[config.mk]
export PLATFORM = sky130hd
export DESIGN_NAME = gauss_sample_stream
export DESIGN_NICKNAME = d
export VERILOG_FILES = /design/src/rtl/gauss_sample_stream.sv
export SDC_FILE = /design/constraint.sdc
export NUM_CORES = 1
export LEC_CHECK = 0
export ABC_AREA = 1
export CAP_MARGIN = 20
export CORE_AREA = 5 5 277 279
export CTS_BUF_LIST = sky130_fd_sc_hd__clkbuf_4 sky130_fd_sc_hd__clkbuf_8 sky130_fd_sc_hd__clkbuf_16
export DETAILED_ROUTE_END_ITERATION = 10
export DIE_AREA = 0 0 282 284
export DONT_BUFFER_PORTS = 1
export PLACE_DENSITY = 0.43
export SLEW_MARGIN = 30
export SYNTH_ARGS = -nofsm -noshare
export SYNTH_HDL_FRONTEND = slang
export SYNTH_SLANG_ARGS = --single-unit
[constraint.sdc]
create_clock -name clk -period 10.5 [get_ports clk]
set_input_delay 1.575 -clock clk [delete_from_list [all_inputs] [get_ports clk]]
set_output_delay 1.575 -clock clk [all_outputs]
set_load 0.02 [all_outputs]
[src/rtl/gauss_sample_stream.sv]
// Output stage behind the Box-Muller generator: buffers cos/sin pairs in a small FIFO,
// applies saturating affine scaling and serialises them cos-first onto a valid/ready stream.
module gauss_sample_stream #(
  parameter int                     W     = 32,
  parameter int                     DEPTH = 8,
  parameter int                     AW    = 3,
  parameter int                     OW    = 16,
  parameter logic [15:0]            SIGMA = 16'h0100,
  parameter int                     SHIFT = 8,
  parameter logic signed [OW-1:0]   MEAN  = '0
) (
  input  logic          clk,
  input  logic          rst,
  input  logic          in_valid,
  input  logic [W-1:0]  in_cos,
  input  logic [W-1:0]  in_sin,
  output logic          in_ready,
  output logic          out_valid,
  input  logic          out_ready,
  output logic [OW-1:0] out_data,
  output logic          out_sel,
  output logic [AW:0]   level,
  output logic          overflow
);

  localparam logic [AW:0]         FULL   = (AW+1)'(DEPTH);
  localparam logic signed [W+17:0] SAT_HI = {{(W+19-OW){1'b0}}, {(OW-1){1'b1}}};
  localparam logic signed [W+17:0] SAT_LO = {{(W+19-OW){1'b1}}, {(OW-1){1'b0}}};

  // Pair storage: cos in the upper half, sin in the lower half.
  logic [2*W-1:0] mem_q [DEPTH];

  logic [AW-1:0] wr_ptr_q, wr_ptr_d;
  logic [AW-1:0] rd_ptr_q, rd_ptr_d;
  logic [AW:0]   level_q, level_d;
  logic          phase_q, phase_d;
  logic          out_valid_q, out_valid_d;
  logic [OW-1:0] out_data_q, out_data_d;
  logic          out_sel_q, out_sel_d;
  logic          overflow_q, overflow_d;

  logic          wr_en;
  logic          load;
  logic          pop;
  logic [2*W-1:0] head;
  logic [W-1:0]  head_sample;

  // Floor-shifted product plus offset, clamped to the signed OW-bit range.
  function automatic logic [OW-1:0] scale(input logic [W-1:0] x);
    logic signed [W+16:0] p;
    logic signed [W+16:0] s;
    logic signed [W+17:0] t;
    p = (W+17)'($signed(x)) * (W+17)'($signed({1'b0, SIGMA}));
    s = p >>> SHIFT;
    t = (W+18)'(s) + (W+18)'(MEAN);
    if (t > SAT_HI)      t = SAT_HI;
    else if (t < SAT_LO) t = SAT_LO;
    return t[OW-1:0];
  endfunction

  assign in_ready    = (level_q != FULL);
  assign wr_en       = in_valid && in_ready;
  assign load        = (!out_valid_q || out_ready) && (level_q != '0);
  assign pop         = load && phase_q;
  assign head        = mem_q[rd_ptr_q];
  assign head_sample = phase_q ? head[W-1:0] : head[2*W-1:W];

  // NOTE: every variable assigned here gets a default first, so no latch can be inferred.
  always_comb begin
    wr_ptr_d    = wr_ptr_q;
    rd_ptr_d    = rd_ptr_q;
    level_d     = level_q;
    phase_d     = phase_q;
    out_valid_d = out_valid_q;
    out_data_d  = out_data_q;
    out_sel_d   = out_sel_q;
    overflow_d  = overflow_q | (in_valid && !in_ready);

    if (wr_en) wr_ptr_d = wr_ptr_q + AW'(1);
    if (pop)   rd_ptr_d = rd_ptr_q + AW'(1);

    case ({wr_en, pop})
      2'b10:   level_d = level_q + (AW+1)'(1);
      2'b01:   level_d = level_q - (AW+1)'(1);
      default: level_d = level_q;
    endcase

    if (load) begin
      out_valid_d = 1'b1;
      out_data_d  = scale(head_sample);
      out_sel_d   = phase_q;
      phase_d     = ~phase_q;
    end else if (out_valid_q && out_ready) begin
      out_valid_d = 1'b0;
    end
  end

  // NOTE: state registers use non-blocking assignments so every flop samples pre-edge values.
  always_ff @(posedge clk) begin
    if (!rst) begin
      wr_ptr_q    <= '0;
      rd_ptr_q    <= '0;
      level_q     <= '0;
      phase_q     <= 1'b0;
      out_valid_q <= 1'b0;
      out_data_q  <= '0;
      out_sel_q   <= 1'b0;
      overflow_q  <= 1'b0;
    end else begin
      wr_ptr_q    <= wr_ptr_d;
      rd_ptr_q    <= rd_ptr_d;
      level_q     <= level_d;
      phase_q     <= phase_d;
      out_valid_q <= out_valid_d;
      out_data_q  <= out_data_d;
      out_sel_q   <= out_sel_d;
      overflow_q  <= overflow_d;
    end
  end

  // NOTE: the storage array is deliberately not reset; resetting the pointers makes old entries unreachable.
  always_ff @(posedge clk) begin
    if (wr_en) mem_q[wr_ptr_q] <= {in_cos, in_sin};
  end

  assign out_valid = out_valid_q;
  assign out_data  = out_data_q;
  assign out_sel   = out_sel_q;
  assign level     = level_q;
  assign overflow  = overflow_q;

endmodule

Yosys cells after proc, flatten, opt, wreduce, memory -nomap -nowiden
Memory sizes are Yosys's and may differ from the RTL's. A register that Yosys moved wholly into a read port is not among the register bits.
Cells that the tools add are included.
W data, S select, Z words.
{"block": "totals", "ff_bits": 30, "latchBits": 0, "ram_bits": 512, "romBits": 0, "wordCells": 41, "memories": 1}
{"block": "classes", "addsub": 4, "mul": 0, "div_mod_pow": 0, "order_cmp": 2, "eq_ne": 3, "n_shift": 0, "n_mux": 10, "n_bitwise": 2, "reduce_logical": 11}
{"memory": "mem_q", "words": 8, "width": 64, "read_ports": 1, "rd_clocked_by_memory_dff": 1, "write_ports": 1, "line_no": "31", "rtl": "logic [2*W-1:0] mem_q [DEPTH];"}
{"operator": "$gt A32 B16 Y1 const B", "count": 1}
{"operator": "$lt A32 B16 Y1 const B", "count": 1}
{"operator": "$mux W16", "count": 2}
{"operator": "$mux W32", "count": 1}
{"operator": "$pmux W4 S2", "count": 1}
{"operator": "$add A3 B1 Y3 const B", "count": 2}
{"operator": "$mux W3", "count": 2}
{"operator": "$logic_and A1 B1 Y1", "count": 5}
{"operator": "$add A4 B1 Y4 const B", "count": 1}
{"operator": "$mux W1", "count": 4}
{"operator": "$ne A4 B4 Y1 const B", "count": 1}
{"operator": "$reduce_bool A2 Y1", "count": 2}
{"operator": "$reduce_bool A4 Y1", "count": 1}
{"operator": "$sub A4 B1 Y4 const B", "count": 1}
{"operator": "$eq A2 B1 Y1 const B", "count": 1}
{"operator": "$eq A2 B2 Y1 const B", "count": 1}
{"operator": "$logic_not A1 Y1", "count": 2}
{"operator": "$logic_or A1 B1 Y1", "count": 1}
{"operator": "$not A1 Y1", "count": 1}
{"operator": "$or A1 B1 Y1", "count": 1}

Depth between registers and ports, before layout
{"block": "logic_depth", "ltp_word": 6, "mapped_depth": 17, "ltp_nobuf": 14}

Worst setup path before layout
Ideal clock, no wire load.
{"block": "synth_path", "kind": "input port to flip-flop", "start": "input port in_valid", "end": "memory mem_q[0][0] (netlist bit), enable pin", "setup_time_ns": 0.486, "arrival_ns": 4.581, "required_time_ns": 10.014, "path_slack_ns": 5.433, "stages": 4, "n_path_buf": 0, "path_cell_list": "nand2_1 inv_1 nand2_1 nor2_1"}
{"block": "synth_between", "elab_chain_cells": 3}
{"element": "start: declaration", "line_no": "14", "rtl": "input logic in_valid,"}
{"element": "$logic_and A1 B1 Y1", "line_no": "62", "rtl": "assign wr_en = in_valid && in_ready;"}
{"element": "$mux W1", "line_no": "123", "rtl": "if (wr_en) mem_q[wr_ptr_q] <= {in_cos, in_sin};"}
{"element": "$mux W1 (not written as such)", "line_no": "123"}
{"element": "end: declaration", "line_no": "31"}
Every way passes these cells.

==> out/results.ini <==
[floorplan]
die_w_um=282
rows=100
initial_core_util=0.2975
io_pins=92
placeableCoreArea_mm2=0.07395
die_area_mm2=0.08009
die_y_um=284

[worst_setup_path]
reg2reg_to=out_data[13]
setup.worst_path.start_class=flip-flop
crit_end=out_data[13]
cp_data_required_time_ns=10.98
path_cells=buf_12 -> inv_6 -> buf_4 -> buf_4 -> nand2_1 -> nand3_1 -> nand3_1 -> nand3_1 -> nand2_1 -> nor2_1 -> nand2_1 -> nor2_1 -> nand2_1 -> a21oi_4 -> a21oi_1
critPathArrivalTime_ns=5.14
critPathKind=reg -> reg
worst-path-max-fanout=188
worst-path-stages=15
crit_top_cell=nand2_1
cpMaxStageDelayCell=buf_4
reg2reg_slack_ns=5.84
worst_setup_path_end_kind=flip-flop
critPathTopFamily=buffers and inverters
slowest_delay_ns=0.67
ff2ff_path_depth=15
path_buf_inv=4

[finish]
drive_above_1_share=0.07831
synthToLayoutAreaGrowth_pct=12.88
final_area_mm2=0.02483
antennaDiodeCount=0
fin_cells=2859
final_common_cell=edfxtp_1
mostFrequentLayoutCells=edfxtp_1, nand2_1, nor2_1
fin_nets=1916

[timing]
drv_slew=0
slew_headroom=0.3039
fin_worst_skew_ns=0.01483
setup_viol=0
min_period_ns=4.663
finalHoldViolations=0
max_freq_ghz=0.2144
tns_ns=0
rsz0062_at_grt=no
worstMarginPinSlew_ns=1.044
period_share=0.4441

[yosys]
synth-edff-count=512
seq_area_frac_synth=0.7290
synthesis.nets=1941
syn_inst=1867
synth.avg_cell_area_um2=11.78
ys.warnings.count=0
yosys.area_share.adder=0.003754
yosys.area_share.simple=0.1409
synthMuxAreaShare=0
synth_ff_type=edfxtp_1
synth-seq-cells=545
synth_area_mm2=0.02200
synth_compound_area_frac=0.07963
synth_xor_area_frac=0.0003982
synth_cell_types=30
synth_top_family_by_area=simple AND/OR/NAND/NOR gates
synthArstFlopShare=0

[pwr]
combinationalPowerShare=0.230
seqPwrFrac=0.435
peakVddDrop_v=0.0001372
power.switching_w=0.001982
p_int_w=0.004077
swShare=0.3271
p_clk_frac=0.335
powerDensity_mw_per_mm2=244.0
power_leakage_nw=8.797

[clock_tree]
clk_pin_slew_worst_paths_ns=0.06
cts_buffer_depth=3
holdBufCountCts=0
post_cts_buffers=0
h-tree-depth=2
cts_tree=yes
postCtsResizedCells=0
clockRootBuffer=clkbuf_16
clk_latency_ns=0.62
clock-sinks=545
cts-buffers-inserted=59

[placement]
dp_hpwl_mm=31.82
placed_cells=2750
routabilityCongestion=0.7245
port_buffers=0
place_area_mm2=0.02292

[route]
dr.pass1.iters=5
wl_per_cell_um=21.37
drc=0
ant_nets=0
vias=13570
vias_per_cell=4.748
first_iter_violations=952
drt-total-wl_mm=61.10

[grt]
grt_pass1_vias=13520
grt_usage=0.1494
antenna_found_initial=1
grt_pass1_wl_mm=90.35
overflow=0
grt_max_degree=189

[job]
cap_violations=0

[min_path]
hold_path.class=reg -> reg

[run_status]
run_status=complete, no violations

routing by layer:
layer  vias up  global-route usage  share of wire
met5         -                   0              0
met4         0             0.03244          0.019
met3        68             0.04410          0.067
met2       241              0.2489           0.49
met1      6782              0.1941           0.43
li1       6483                   -              -
flip-flops by register name (all words and copies together), names as in the netlist, named ones only:
name / count
out_sel: 1
mem_q: 512
phase_q: 1
out_valid: 1
overflow: 1
out_data: 16
rd_ptr_q: 3
level: 4
wr_ptr_q: 3
cells by family (layout without fill, tap and decap cells):
family / count (synthesis) / count (layout)
and+or+nand+nor: 777 / 777
DFF: 545 / 545
adders and majority gates: 6 / 6
buffers and inverters: 225 / 248
AOI/OAI and AO/OA: 313 / 313
xor gates and xnor gates: 1 / 1
synthesized netlist by cell type, types with 2 or more instances:
| master | number | area (um^2) |
|---|---|---|
| inv_1 | 112 | 420.4 |
| buf_6 | 14 | 157.7 |
| o22ai_1 | 72 | 450.4 |
| o21ai_0 | 193 | 965.9 |
| a21oi_1 | 22 | 110.1 |
| o32ai_1 | 3 | 26.28 |
| o21ai_1 | 2 | 10.01 |
| o211ai_1 | 7 | 52.55 |
| buf_1 | 8 | 30.03 |
| nand3_1 | 142 | 710.7 |
| buf_4 | 6 | 45.04 |
| ha_1 | 5 | 62.56 |
| nor2_1 | 227 | 852.1 |
| edfxtp_1 | 512 | 15370 |
| o221ai_1 | 4 | 35.03 |
| buf_2 | 35 | 175.2 |
| nand2_1 | 406 | 1524 |
| dfxtp_1 | 33 | 660.6 |
| a21oi_2 | 7 | 61.31 |
| clkbuf_1 | 47 | 176.4 |
stage by stage:
| step | hold slack, ns | total power, W | setup WS [ns] | utilization |
|---|---|---|---|---|
| 6_report | 0.4315 | 0.006058 | 5.837 | 0.3358 |
| 5_1_grt | 0.4505 | 0.006422 | 5.543 | 0.3358 |
| 4_1_cts | 0.4347 | 0.006163 | 5.930 | 0.3358 |
| 3_5_place_dp | 0.4262 | 0.004103 | 5.948 | 0.3099 |
| 3_3_place_gp | 0.4125 | 0.004091 | 6.029 | 0.3095 |
| 2_1_floorplan | 0.4115 | 0.003685 | 5.433 | - |
worst min path at each step:
stage,startpoint,end,slack [ns],cells past startpoint
final,rd_ptr_q[2],flip-flop,0.43,1
after CTS,rd_ptr_q[2],flip-flop,0.43,1
after detailed placement,rd_ptr_q[2],flip-flop,0.43,1
after global routing,rd_ptr_q[2],flip-flop,0.45,1
after floorplan,rd_ptr_q[2],flip-flop,0.41,1
after global placement,rd_ptr_q[2],flip-flop,0.41,1
cell type report:
class / count / area (um^2)
multi-input combinational: 1097 / 5002
sequential: 545 / 16050
timing repair buffer: 24 / 220.2
tap: 969 / 1212
inverter: 115 / 439.2
clock inverter: 24 / 201.4
clock buffer: 85 / 1709
fill: 7363 / 49120
power groups by stage:
| stage | combinational, W | clock [W] | sequential [W] |
|---|---|---|---|
| after global placement | 0.00141 | 0 | 0.00268 |
| after global routing | 0.00158 | 0.00219 | 0.00265 |
| after detailed placement | 0.00142 | 0 | 0.00268 |
| after CTS | 0.00142 | 0.00210 | 0.00264 |
| final | 0.00139 | 0.00203 | 0.00264 |
| after floorplan | 0.00106 | 0 | 0.00262 |
worst reg2reg max path: stages (launching register included):
cell	delay [ns]
dfxtp_4	0.34
buf_12	0.26
inv_6	0.84
buf_4	0.68
buf_4	0.69
nand2_1	0.14
nand3_1	0.10
nand3_1	0.09
nand3_1	0.13
nand2_1	0.09
nor2_1	0.10
nand2_1	0.05
nor2_1	0.16
nand2_1	0.18
a21oi_4	0.52
a21oi_1	0.16
Power figures use the tool's default switching activity.
